<file path="src/rtl/alu_pkg.sv">
// Shared ALU definitions: opcode encodings plus the command-issuer FSM states,
// FIFO command word and registered pin-drive bundle.
package alu_pkg;

  typedef enum logic [1:0] {
    OPA_AND = 2'd0,
    OPA_ADD = 2'd1,
    OPA_XOR = 2'd2,
    OPA_OR  = 2'd3
  } operation_a;

  typedef enum logic [1:0] {
    OPB_SUB    = 2'd0,
    OPB_NOT    = 2'd1,
    OPB_SHL    = 2'd2,
    OPB_PASS_B = 2'd3
  } operation_b;

  typedef enum logic [1:0] {
    ST_IDLE,
    ST_ISSUE,
    ST_CAPTURE,
    ST_RESP
  } issuer_state_e;

  typedef struct packed {
    logic       mode;
    logic [1:0] op;
    logic [7:0] a;
    logic [7:0] b;
  } alu_cmd_t;

  typedef struct packed {
    logic       en;
    logic       en_a;
    logic       en_b;
    operation_a op_a;
    operation_b op_b;
    logic [7:0] in_a;
    logic [7:0] in_b;
  } alu_drive_t;

  localparam alu_drive_t ALU_DRIVE_IDLE = '0;

  // The opcode port of the unselected mode is parked at its zero encoding.
  function automatic alu_drive_t cmd_to_drive(input alu_cmd_t cmd);
    alu_drive_t d;
    d.en   = 1'b1;
    d.en_a = ~cmd.mode;
    d.en_b = cmd.mode;
    d.op_a = cmd.mode ? OPA_AND : operation_a'(cmd.op);
    d.op_b = cmd.mode ? operation_b'(cmd.op) : OPB_SUB;
    d.in_a = cmd.a;
    d.in_b = cmd.b;
    return d;
  endfunction

endpackage

</file>
<file path="src/rtl/alu_cmd_fifo.sv">
// Synchronous command FIFO for the ALU issuer; power-of-two depth so the
// pointers wrap naturally.
module alu_cmd_fifo
  import alu_pkg::*;
#(
  parameter int unsigned DEPTH = 4
) (
  input  logic                     clk,
  input  logic                     rst_n,
  input  logic                     push,
  input  alu_cmd_t                 wr_data,
  input  logic                     pop,
  output alu_cmd_t                 rd_data,
  output logic                     full,
  output logic                     empty,
  output logic [$clog2(DEPTH):0]   count
);

  localparam int unsigned AW = $clog2(DEPTH);

  alu_cmd_t          r_mem [DEPTH];
  logic [AW-1:0]     r_wr_ptr;
  logic [AW-1:0]     r_rd_ptr;
  logic [AW:0]       r_count;
  logic              w_push;
  logic              w_pop;

  assign full    = (r_count == (AW+1)'(DEPTH));
  assign empty   = (r_count == '0);
  assign count   = r_count;
  assign rd_data = r_mem[r_rd_ptr];

  assign w_push = push & ~full;
  assign w_pop  = pop & ~empty;

  always_ff @(posedge clk) begin
    if (!rst_n) begin
      r_wr_ptr <= '0;
      r_rd_ptr <= '0;
      r_count  <= '0;
    end else begin
      if (w_push) r_wr_ptr <= r_wr_ptr + AW'(1);
      if (w_pop)  r_rd_ptr <= r_rd_ptr + AW'(1);
      case ({w_push, w_pop})
        2'b10:   r_count <= r_count + (AW+1)'(1);
        2'b01:   r_count <= r_count - (AW+1)'(1);
        default: r_count <= r_count;
      endcase
    end
  end

  always_ff @(posedge clk) begin
    if (w_push) r_mem[r_wr_ptr] <= wr_data;
  end

endmodule

</file>
<file path="src/rtl/alu_cmd_issuer.sv">
// ALU command front-end: queues commands, drives the ALU pins one command at a
// time, captures the result after ALU_LAT cycles and returns it in order.
module alu_cmd_issuer
  import alu_pkg::*;
#(
  parameter int unsigned DEPTH   = 4,
  parameter int unsigned ALU_LAT = 1
) (
  input  logic                   clk,
  input  logic                   rst_n,
  input  logic                   cmd_valid,
  output logic                   cmd_ready,
  input  logic                   cmd_mode,
  input  logic [1:0]             cmd_op,
  input  logic [7:0]             cmd_a,
  input  logic [7:0]             cmd_b,
  output logic                   alu_enable,
  output logic                   alu_enable_a,
  output logic                   alu_enable_b,
  output logic [1:0]             alu_op_a,
  output logic [1:0]             alu_op_b,
  output logic [7:0]             alu_in_a,
  output logic [7:0]             alu_in_b,
  output logic                   alu_irq_clr,
  input  logic [7:0]             alu_out,
  input  logic                   alu_irq,
  output logic                   res_valid,
  input  logic                   res_ready,
  output logic [7:0]             res_data,
  output logic                   res_irq,
  output logic                   busy,
  output logic [$clog2(DEPTH):0] fifo_count
);

  localparam int unsigned      CW       = (ALU_LAT > 1) ? $clog2(ALU_LAT) : 1;
  localparam logic [CW-1:0]    LAT_LOAD = CW'(ALU_LAT - 1);

  issuer_state_e r_state;
  logic [CW-1:0] r_lat_cnt;
  alu_drive_t    r_drv;
  logic          r_irq_clr;
  logic          r_res_valid;
  logic [7:0]    r_res_data;
  logic          r_res_irq;

  alu_cmd_t      w_fifo_wr;
  alu_cmd_t      w_fifo_rd;
  logic          w_fifo_full;
  logic          w_fifo_empty;
  logic          w_fifo_push;
  logic          w_fifo_pop;

  assign cmd_ready   = rst_n & ~w_fifo_full;
  assign w_fifo_push = cmd_valid & cmd_ready;
  assign w_fifo_wr   = '{mode: cmd_mode, op: cmd_op, a: cmd_a, b: cmd_b};

  // A pop always coincides with loading the drive registers for that command.
  assign w_fifo_pop = ~w_fifo_empty &
                      ((r_state == ST_IDLE) || ((r_state == ST_RESP) && res_ready));

  alu_cmd_fifo #(
    .DEPTH(DEPTH)
  ) u_fifo (
    .clk    (clk),
    .rst_n  (rst_n),
    .push   (w_fifo_push),
    .wr_data(w_fifo_wr),
    .pop    (w_fifo_pop),
    .rd_data(w_fifo_rd),
    .full   (w_fifo_full),
    .empty  (w_fifo_empty),
    .count  (fifo_count)
  );

  always_ff @(posedge clk) begin
    if (!rst_n) begin
      r_state     <= ST_IDLE;
      r_lat_cnt   <= '0;
      r_drv       <= ALU_DRIVE_IDLE;
      r_irq_clr   <= 1'b0;
      r_res_valid <= 1'b0;
      r_res_data  <= '0;
      r_res_irq   <= 1'b0;
    end else begin
      r_irq_clr <= 1'b0;
      case (r_state)
        ST_IDLE: begin
          if (w_fifo_pop) begin
            r_drv     <= cmd_to_drive(w_fifo_rd);
            r_lat_cnt <= LAT_LOAD;
            r_state   <= ST_ISSUE;
          end
        end
        ST_ISSUE: begin
          if (r_lat_cnt == '0) r_state <= ST_CAPTURE;
          else                 r_lat_cnt <= r_lat_cnt - CW'(1);
        end
        ST_CAPTURE: begin
          r_res_data  <= alu_out;
          r_res_irq   <= alu_irq;
          r_irq_clr   <= alu_irq;
          r_res_valid <= 1'b1;
          r_drv       <= ALU_DRIVE_IDLE;
          r_state     <= ST_RESP;
        end
        ST_RESP: begin
          if (res_ready) begin
            r_res_valid <= 1'b0;
            if (w_fifo_pop) begin
              r_drv     <= cmd_to_drive(w_fifo_rd);
              r_lat_cnt <= LAT_LOAD;
              r_state   <= ST_ISSUE;
            end else begin
              r_state <= ST_IDLE;
            end
          end
        end
        default: r_state <= ST_IDLE;
      endcase
    end
  end

  assign alu_enable   = r_drv.en;
  assign alu_enable_a = r_drv.en_a;
  assign alu_enable_b = r_drv.en_b;
  assign alu_op_a     = r_drv.op_a;
  assign alu_op_b     = r_drv.op_b;
  assign alu_in_a     = r_drv.in_a;
  assign alu_in_b     = r_drv.in_b;
  assign alu_irq_clr  = r_irq_clr;
  assign res_valid    = r_res_valid;
  assign res_data     = r_res_data;
  assign res_irq      = r_res_irq;
  assign busy         = (r_state != ST_IDLE) | ~w_fifo_empty;

endmodule

</file>
<file path="config.mk">
export PLATFORM = sky130hd
export DESIGN_NAME = alu_cmd_issuer
export DESIGN_NICKNAME = d
export VERILOG_FILES = /design/src/rtl/alu_pkg.sv /design/src/rtl/alu_cmd_fifo.sv /design/src/rtl/alu_cmd_issuer.sv
export SDC_FILE = /design/constraint.sdc
export NUM_CORES = 1
export LEC_CHECK = 0
export BUFFER_PORTS_ARGS = -buffer_cell sky130_fd_sc_hd__buf_2
export CORE_ASPECT_RATIO = 1.75
export CORE_MARGIN = 2
export CORE_UTILIZATION = 45
export DETAILED_ROUTE_END_ITERATION = 6
export PLACE_DENSITY = 0.68
export SLEW_MARGIN = 25
export SYNTH_ARGS = -nofsm -noshare
export SYNTH_HDL_FRONTEND = slang
export SYNTH_SLANG_ARGS = --single-unit
</file>
<file path="constraint.sdc">
create_clock -name clk -period 2.3 [get_ports clk]
set_input_delay 0.23 -clock clk [delete_from_list [all_inputs] [get_ports clk]]
set_output_delay 0.23 -clock clk [all_outputs]
set_load 0.02 [all_outputs]
</file>
======== Word-level counts from Yosys, hierarchy flattened ========
Memory sizes are Yosys's and may differ from the RTL's. A register that Yosys moved wholly into a read port is not among the register bits.
Index checks and enable logic that the tools add are counted.
word-level totals
  output and inout bits ................... 39
  flip-flop bits (word level) ............. 44
  RAM bits ................................ 76
  memories ................................ 1
cells by class
  eq/ne operators ......................... 9
  bitwise gates (word level) .............. 9
  add/subtract/negate cells ............... 5
  muxes and demuxes ....................... 21
  reductions and logical operators ........ 14
memory list
  name          depth  width  read ports  clocked after Yosys merged registers in  write ports  RTL line            RTL
  u_fifo.r_mem  4      19     1           1                                        1            alu_cmd_fifo.sv:21  alu_cmd_t r_mem [DEPTH];
operators by type and width
  operator                                             number
  case mux 23 bit (3 select lines)                     1
  2-to-1 mux 23 bit                                    2
  2-to-1 mux 2 bit                                     7
  case mux 2 bit (4 select lines)                      1
  AND reduction 2 bit                                  4
  2-to-1 mux 1 bit                                     7
  equality test 2 bit, second input constant           3
  case mux 3 bit (2 select lines)                      1
  nonzero test 2 bit                                   3
  nonzero test 3 bit                                   2
  bitwise AND 1 bit                                    5
  adder 2 x 1 -> 2 bit, second input constant          2
  equality test 2 x 1 -> 1 bit, second input constant  2
  != test 2 bit, second input constant                 2
  adder 3 x 1 -> 3 bit, second input constant          1
  equality test 3 bit, second input constant           1
  zero test 3 bit                                      1
  NOT 1 bit                                            3
  case mux 1 bit (3 select lines)                      1
  AND reduction 3 bit                                  1
  subtractor 3 x 1 -> 3 bit, second input constant     1
  zero test 2 bit                                      1
  != test 2 x 1 -> 1 bit, second input constant        1
  case mux 1 bit (2 select lines)                      1
  4 further kinds                                      4

======== Logic depth before layout (Yosys ltp) ========
Gate-level depths: netlist (run 1).
  depth after elaboration ................. 7
  mapped depth ............................ 9
  depth with buffers taken out ............ 9

======== Modules after synthesis ========
From an unflattened synthesis (run 1), not the netlist that was laid out.
unflattened totals
  cell total of the unflattened synthesis .. 319
  area, all modules ....................... 4838.4 um2
modules (own cells, without submodules)
  module          area each (um2)  instances  cells each  seq. area each (um2)
  alu_cmd_fifo    3245.6           1          153         2462.4
  alu_cmd_issuer  1592.8           1          166         720.7

======== Worst setup path before layout (run 1) ========
No wires, ideal clock.
  path kind ............................... register -> register
  start ................................... reg u_fifo.r_count[0], in the netlist u_fifo.count[0]
  end ..................................... reg u_fifo.r_count[2], in the netlist u_fifo.count[2]
  arrival ................................. 2.166 ns
  library setup time ...................... 0.071 ns
  stages on the path, launching flop included .. 9
  clock period less this slack ............ 2.237 ns
  path slack .............................. 0.063 ns
  cell sequence ........................... dfxtp_1 or3b_2 and3_1 inv_1 ha_1 fa_1 xnor2_1 or3_1 a21oi_1
on the way
  word-level cells in the longest chain between the ends .. 7
  elaborated cells on any way between the ends .. 15
  classes of those cells .................. 2 x add/sub; 3 x eq/ne; 1 x mux; 7 x bitwise; 2 x reduce/logical
ends and longest elaborated chain
  item                                                                   RTL line                                  RTL
  from (decl)                                                            alu_cmd_fifo.sv:24                        logic [AW:0] r_count;
  from (signal assigned)                                                 alu_cmd_fifo.sv:45                        2'b10: r_count <= r_count + (AW+1)'(1);
  from (signal assigned)                                                 alu_cmd_fifo.sv:46                        2'b01: r_count <= r_count - (AW+1)'(1);
  from (signal assigned)                                                 alu_cmd_fifo.sv:47                        default: r_count <= r_count;
  equality test 3 bit                                                    alu_cmd_fifo.sv:28                        assign full = (r_count == (AW+1)'(DEPTH));
  NOT 1 bit                                                              alu_cmd_fifo.sv:33, alu_cmd_issuer.sv:53
  bitwise AND 1 bit                                                      alu_cmd_issuer.sv:53                      assign cmd_ready = rst_n & ~w_fifo_full;
  bitwise AND 1 bit                                                      alu_cmd_issuer.sv:54                      assign w_fifo_push = cmd_valid & cmd_ready;
  bitwise AND 1 bit                                                      alu_cmd_fifo.sv:33                        assign w_push = push & ~full;
  equality test 2 x 1 -> 1 bit or equality test 2 bit (tied branches)    alu_cmd_fifo.sv:44                        case ({w_push, w_pop})
  case mux 3 bit (2 select lines) or nonzero test 2 bit (tied branches)  --
Parallel ways exist; a longest one is shown, timed or not.
A chain may end at the register's enable or synchronous reset.

======== Worst setup path in the final report (run 1) ========
  start ................................... reg r_state[0]
  end ..................................... out busy
on the way
  word-level cells in the longest chain between the ends .. 2
ends and longest elaborated chain
  item                    RTL line               RTL
  from (decl)             alu_cmd_issuer.sv:38   issuer_state_e r_state;
  from (signal assigned)  alu_cmd_issuer.sv:77   r_state <= ST_IDLE;
  from (signal assigned)  alu_cmd_issuer.sv:91   r_state <= ST_ISSUE;
  from (signal assigned)  alu_cmd_issuer.sv:95   if (r_lat_cnt == '0) r_state <= ST_CAPTURE;
  nonzero test 2 bit      alu_cmd_issuer.sv:134  assign busy = (r_state != ST_IDLE) | ~w_fifo_empty;
  bitwise OR 1 bit        alu_cmd_issuer.sv:134
  to (decl)               alu_cmd_issuer.sv:31   output logic busy,
Every way passes these cells.

==> flow_summary.ini, run 1 <==
[synth]
synth_top_cell_by_area = edfxtp_1
synth_cells = 311
ys_ff_latch = 121
synth_fp_nets = 354
synth_area_per_cell_um2 = 15.6
ys_top_cells_by_area = edfxtp_1 (47%), dfxtp_1 (19%), mux4_2 (4.6%), mux4_1 (4.3%), inv_1 (3.6%)
synth_top_area_share = 0.470
ys_seq_area_frac = 0.656
synth.distinct_cells = 49
netlist_area_mm2 = 0.00485
ys.warnings.count = 0
synth_edf_count = 76
ys.flop_type = edfxtp_1
ys_async_sr_fraction = 0

[power_and_ir_drop]
irDropWorstVdd_mv = 0.751
p_leak_nw = 2.34
powerDensity_mw_per_mm2 = 1300

[clock_network]
ctsHoldBuffers = 0
cts.sinks = 121
root_buffer = clkbuf_16
clockBufferDepth = 2
cts_buffers = 17
cts_tree = yes
cts.clk_slew.worst_paths_ps = 50
clk_latency_ps = 410
h-tree-depth = 4

[worst_setup_path]
slowest_stage = or4b_2
critPathArrivalTime_ps = 1980
cp.depth = 4
worstPathRequired_ps = 2070
critPathMaxStageDelay_ps = 680
crit_chain = inv_1, ha_2, or4b_2, buf_2
start_kind = flop
crit_start = r_state[0]
endpoint = busy
worst_setup_path_end_kind = primary output
cp.buffers_inverters = 2
rr_worst_depth = 9
crit_path_max_fanout = 5
r2r-end = u_fifo.count[2]
cp_top_family = simple AND/OR/NAND/NOR gates
r2r_setup_slack_ps = 110
r2r_start = r_state[0]
path_class = flop to primary output

[die]
pin_count = 71
die-area_mm2 = 0.0117
core_mm2 = 0.0106
start_util = 0.456
die_w_um = 82.5
die_height_um = 141
num_rows = 50

[placement]
gp_congestion = 0.777
placed_cells = 515
dpl-instance-area_mm2 = 0.00542
place_worst_setup_slack_ps = 29.6
portBuffers = 70
dp_hpwl_um = 6330

[grt]
grt.total_usage = 0.175
overflow = 0
grt_start_max_net_pins = 23
grt_pass1_wl_um = 14600
grt_antenna_before_repair = 0
first_global_vias = 2897

[job]
drv_cap = 0

[detailed_routing]
wire_per_inst_um = 17.3
vias = 2918
routed_wl_um = 9500
viasPerCell = 5.32
first_iter_violations = 145
antenna_left = 0
route.detailed.drc = 0
dr.pass1.iters = 4

[status]
status = complete, no violations

[layout]
layout.cells.non_filler = 548
nNetsFinal = 448
drive_above_1_share = 0.366
diodes = 0
syn_to_final_growth_pct = 25.6
final_cell_area_mm2 = 0.00609

[sta]
min_period_over_period = 0.962
whs_ps = 33.7
slew_violations = 0
fin_skew_ps = 5.31
tightest_slew_ps = 652
setup_violations = 0
hold_viol = 0
fin_ws_ps = 87.0
fmax_mhz = 452
period_needed_ps = 2210
relSlewSlack = 0.565

[hold_path]
min_path_type = input port to flop
[what timing repair did]
item                                    CTS  global route
endpoints found under the setup margin    0             2
gates resized for setup                   0             5
buffers inserted                          0             1
[cell usage after synthesis (2+ instances only)]
cell type  number
mux2i_1        13
buf_2           3
clkbuf_1        6
o32ai_1        13
mux4_1          8
dfxtp_1        45
and2_1          5
or4_1           2
edfxtp_1       76
o32ai_2         8
nand3_1         3
clkbuf_8        3
and3_1          2
a21oi_1         8
inv_1          47
o21ai_0         2
o31ai_1         3
nand4_1         2
nor2_1         14
ha_1           10
mux4_2         10
[layout by cell type (no fill, tap or decap), types with 2 or more instances in the layout]
cell       Yosys  layout
edfxtp_1      76      76
buf_2          3      70
inv_1         47      47
dfxtp_1       45      43
buf_4          0      19
clkbuf_16      0      17
nor2_1        14      14
mux2i_1       13      13
o32ai_1       13      13
mux4_2        10      10
ha_1          10       9
mux4_1         8       8
o32ai_2        8       8
a21oi_1        8       6
bufinv_16      0       6
and2_1         5       5
o31ai_1        3       3
nand3_1        3       3
clkinv_1       0       3
a21oi_2        0       2
and3_1         2       2
o21ai_0        2       2
nand4_1        2       2
or4_1          2       2
clkinv_2       0       2
dfxtp_2        0       2
[state kept, by name, summed over array words and instances, names as in the netlist, named ones only]
signal           count
res_irq              1
u_fifo.r_rd_ptr      2
res_valid            1
u_fifo.r_mem        76
res_data             8
alu_op_a             2
u_fifo.count         3
alu_op_b             2
u_fifo.r_wr_ptr      2
alu_in_b             8
alu_enable           1
alu_enable_b         1
alu_irq_clr          1
alu_enable_a         1
r_state              2
alu_in_a             8
[per-layer routing]
metal	part of all wire	wire (um)	GRT usage
met1	0.36	3440	0.183
met2	0.56	5290	0.301
met3	0.048	454	0.0528
met4	0.033	316	0.0975
met5	0	0	0
[power by group]
| group | internal [mW] | leakage [nW] | switching (mW) |
|---|---|---|---|
| clock | 2.02 | 0.317 | 0.896 |
| sequential | 2.62 | 1.06 | 0.138 |
| combinational | 0.938 | 0.964 | 1.32 |
| total | 5.58 | 2.34 | 2.35 |
[kinds of logic (layout without fill, tap and decap cells)]
group | count (synthesis) | in the layout | synth area share
AO/OA/AOI/OAI | 42 | 42 | 0.0846
XOR/XNOR | 2 | 2 | 0.00361
adder cells (fa/ha/maj) | 11 | 11 | 0.0299
buffers and inverters | 62 | 169 | 0.0598
flip-flops | 121 | 121 | 0.656
multiplexers | 32 | 32 | 0.119
AND/OR/NAND/NOR | 41 | 41 | 0.0474
[per-stage QoR]
| stage | setup TNS [ps] | util | power (mW) |
|---|---|---|---|
| after floorplan | 0 | - | 4.36 |
| after global placement | 0 | 0.510 | 4.95 |
| after detailed placement | 0 | 0.510 | 5.02 |
| after CTS | 0 | 0.571 | 7.96 |
| after global routing | -1.66 | 0.573 | 8.29 |
| final | 0 | 0.573 | 7.93 |
[how the worst min path moves through the flow]
stage,start,endpoint,cells past startpoint
finish,cmd_a[1],u_fifo.r_mem[0][9],1
global route,cmd_a[1],u_fifo.r_mem[0][9],1
CTS,cmd_a[1],u_fifo.r_mem[2][9],1
detailed placement,alu_enable,alu_enable,2
global placement,alu_enable,alu_enable,2
floorplan,cmd_b[0],u_fifo.r_mem[0][0],0
[final cells by class]
class	instances	area, um2
fillers	874	4540
clock buffers	18	429
repair buffers	90	513
multi-input cells	128	1400
inverters	47	176
clock inverters	14	226
flip-flops and latches	121	3190
well taps	130	163
No activity file was read; power rests on OpenSTA's default activity.
==> inputs of run 2 (changes only) <==
GPL_TIMING_DRIVEN = 0   (was not set)
==> flow_summary.ini, run 2 (synthesis results as in run 1) <==
[status]
status = complete, no violations

[sta]
setup_violations = 0
hold_viol = 0
tightest_slew_ps = 663
fin_ws_ps = 101
fmax_mhz = 455
relSlewSlack = 0.558
period_needed_ps = 2200
fin_skew_ps = 4.37
slew_violations = 0
min_period_over_period = 0.956
tns_ps = 0

[layout]
top_register = u_fifo.r_mem
syn_to_final_growth_pct = 23.2
post-route-util = 0.562
layout.cells.non_filler = 545
fill_cells = 900
largest_reg_flops = 76
multi_input_area_mm2 = 0.00141
layout_common_cells = edfxtp_1 (76), buf_2 (73), inv_1 (45)
final_cell_area_mm2 = 0.00598
nNetsFinal = 445
seqCellArea_mm2 = 0.00319
diodes = 0
drive_above_1_share = 0.369
mostFrequentLayoutCell = edfxtp_1

[worst_setup_path]
critPathArrivalTime_ps = 1970
crit_chain = inv_2, ha_2, or4b_2, clkbuf_1, buf_2
r2r_setup_slack_ps = 150
path_class = flop to primary output
critPathMaxStageDelay_ps = 580
worstPathRequired_ps = 2070
start_kind = flop
worst_setup_path_end_kind = primary output
slowest_stage = or4b_2
crit_path_max_fanout = 5

[power_and_ir_drop]
irDropWorstVdd_mv = 0.836
p_leak_nw = 2.24
powerDensity_mw_per_mm2 = 1240

[placement]
gp_congestion = 0.742
place_worst_setup_slack_ps = -158
placed_cells = 511
dp_hpwl_um = 6150
dpl-instance-area_mm2 = 0.00537
portBuffers = 70

[hold_path]
min_path_type = input port to flop

[clock_network]
cts_tree = yes
clk_latency_ps = 400
h-tree-depth = 4
cts.sinks = 121
root_buffer = clkbuf_16
cts.clk_slew.worst_paths_ps = 50
cts_buffers = 17
clockBufferDepth = 2

[detailed_routing]
routed_wl_um = 8910
route.detailed.drc = 0
vias = 2834
viasPerCell = 5.20
dr.pass1.iters = 4
antenna_left = 0
first_iter_violations = 132
wire_per_inst_um = 16.4

[die]
start_util = 0.456
die_height_um = 141
pin_count = 71
die_w_um = 82.5
die-area_mm2 = 0.0117
core_mm2 = 0.0106
num_rows = 50

[grt]
grt_start_max_net_pins = 20
grt_pass1_wl_um = 14400
first_global_vias = 2960
overflow = 0
grt.total_usage = 0.169
grt_antenna_before_repair = 0

[job]
drv_cap = 0
run 2: cell count changes in the layout (fill, tap and decap cells not counted), sizes merged:
cell and delta:
buf -12, bufinv -5, clkbuf +12, clkinv -2, clkinvlp +5, inv -1
run 2: routing by layer:
layer	vias up	routed length (um)	track usage
met3	14	453	0.0547
met4	0	183	0.0897
met5	-	0	0
li1	1355	-	-
met1	1390	3330	0.182
met2	75	4940	0.285
run 2: final timing paths:
kind,from,end,cells past startpoint
worst min register to register,alu_enable_b,alu_enable_b,2
worst min-delay path,cmd_a[1],u_fifo.r_mem[3][9],1
worst max register to register,r_state[0],u_fifo.count[2],9
worst max-delay path,r_state[0],busy,5
run 2: repair_timing:
action | CTS | global route
hold buffers | 0 | 0
endpoints found under the setup margin | 1 | 2
setup buffers | 1 | 0
gates resized for setup | 5 | 9
run 2: report_power, final:
part / internal (mW) / total, mW / leakage [nW] / switching [mW]
clock network: 1.53 / 2.43 / 0.253 / 0.895
logic: 0.917 / 2.15 / 0.932 / 1.24
registers: 2.63 / 2.81 / 1.06 / 0.179
total: 5.08 / 7.39 / 2.24 / 2.31
run 2: worst max-delay path: cells and delay by family (launching register included):
kind / cells / cell delay (ps)
DFF: 1 / 340
buffers and inverters: 3 / 430
and+or+nand+nor: 1 / 580
adders and majority gates: 1 / 210
run 2: cell type report:
| cell class | instances | share of cell area |
|---|---|---|
| Buffer | 15 | 0.0190 |
| Clock buffer | 21 | 0.0770 |
| Multi-Input combinational cell | 128 | 0.235 |
| Tap cell | 130 | 0.0272 |
| Clock inverter | 11 | 0.0167 |
| Timing Repair Buffer | 72 | 0.0618 |
| Inverter | 47 | 0.0295 |
| Sequential cell | 121 | 0.534 |
run 2: per-stage QoR:
| step | hold WS [ps] | power, mW |
|---|---|---|
| after detailed placement | 447 | 4.95 |
| after CTS | 18.6 | 7.43 |
| final | 39.4 | 7.39 |
| after global placement | 435 | 4.90 |
| after global routing | 32.3 | 7.77 |
| after floorplan | 329 | 4.36 |
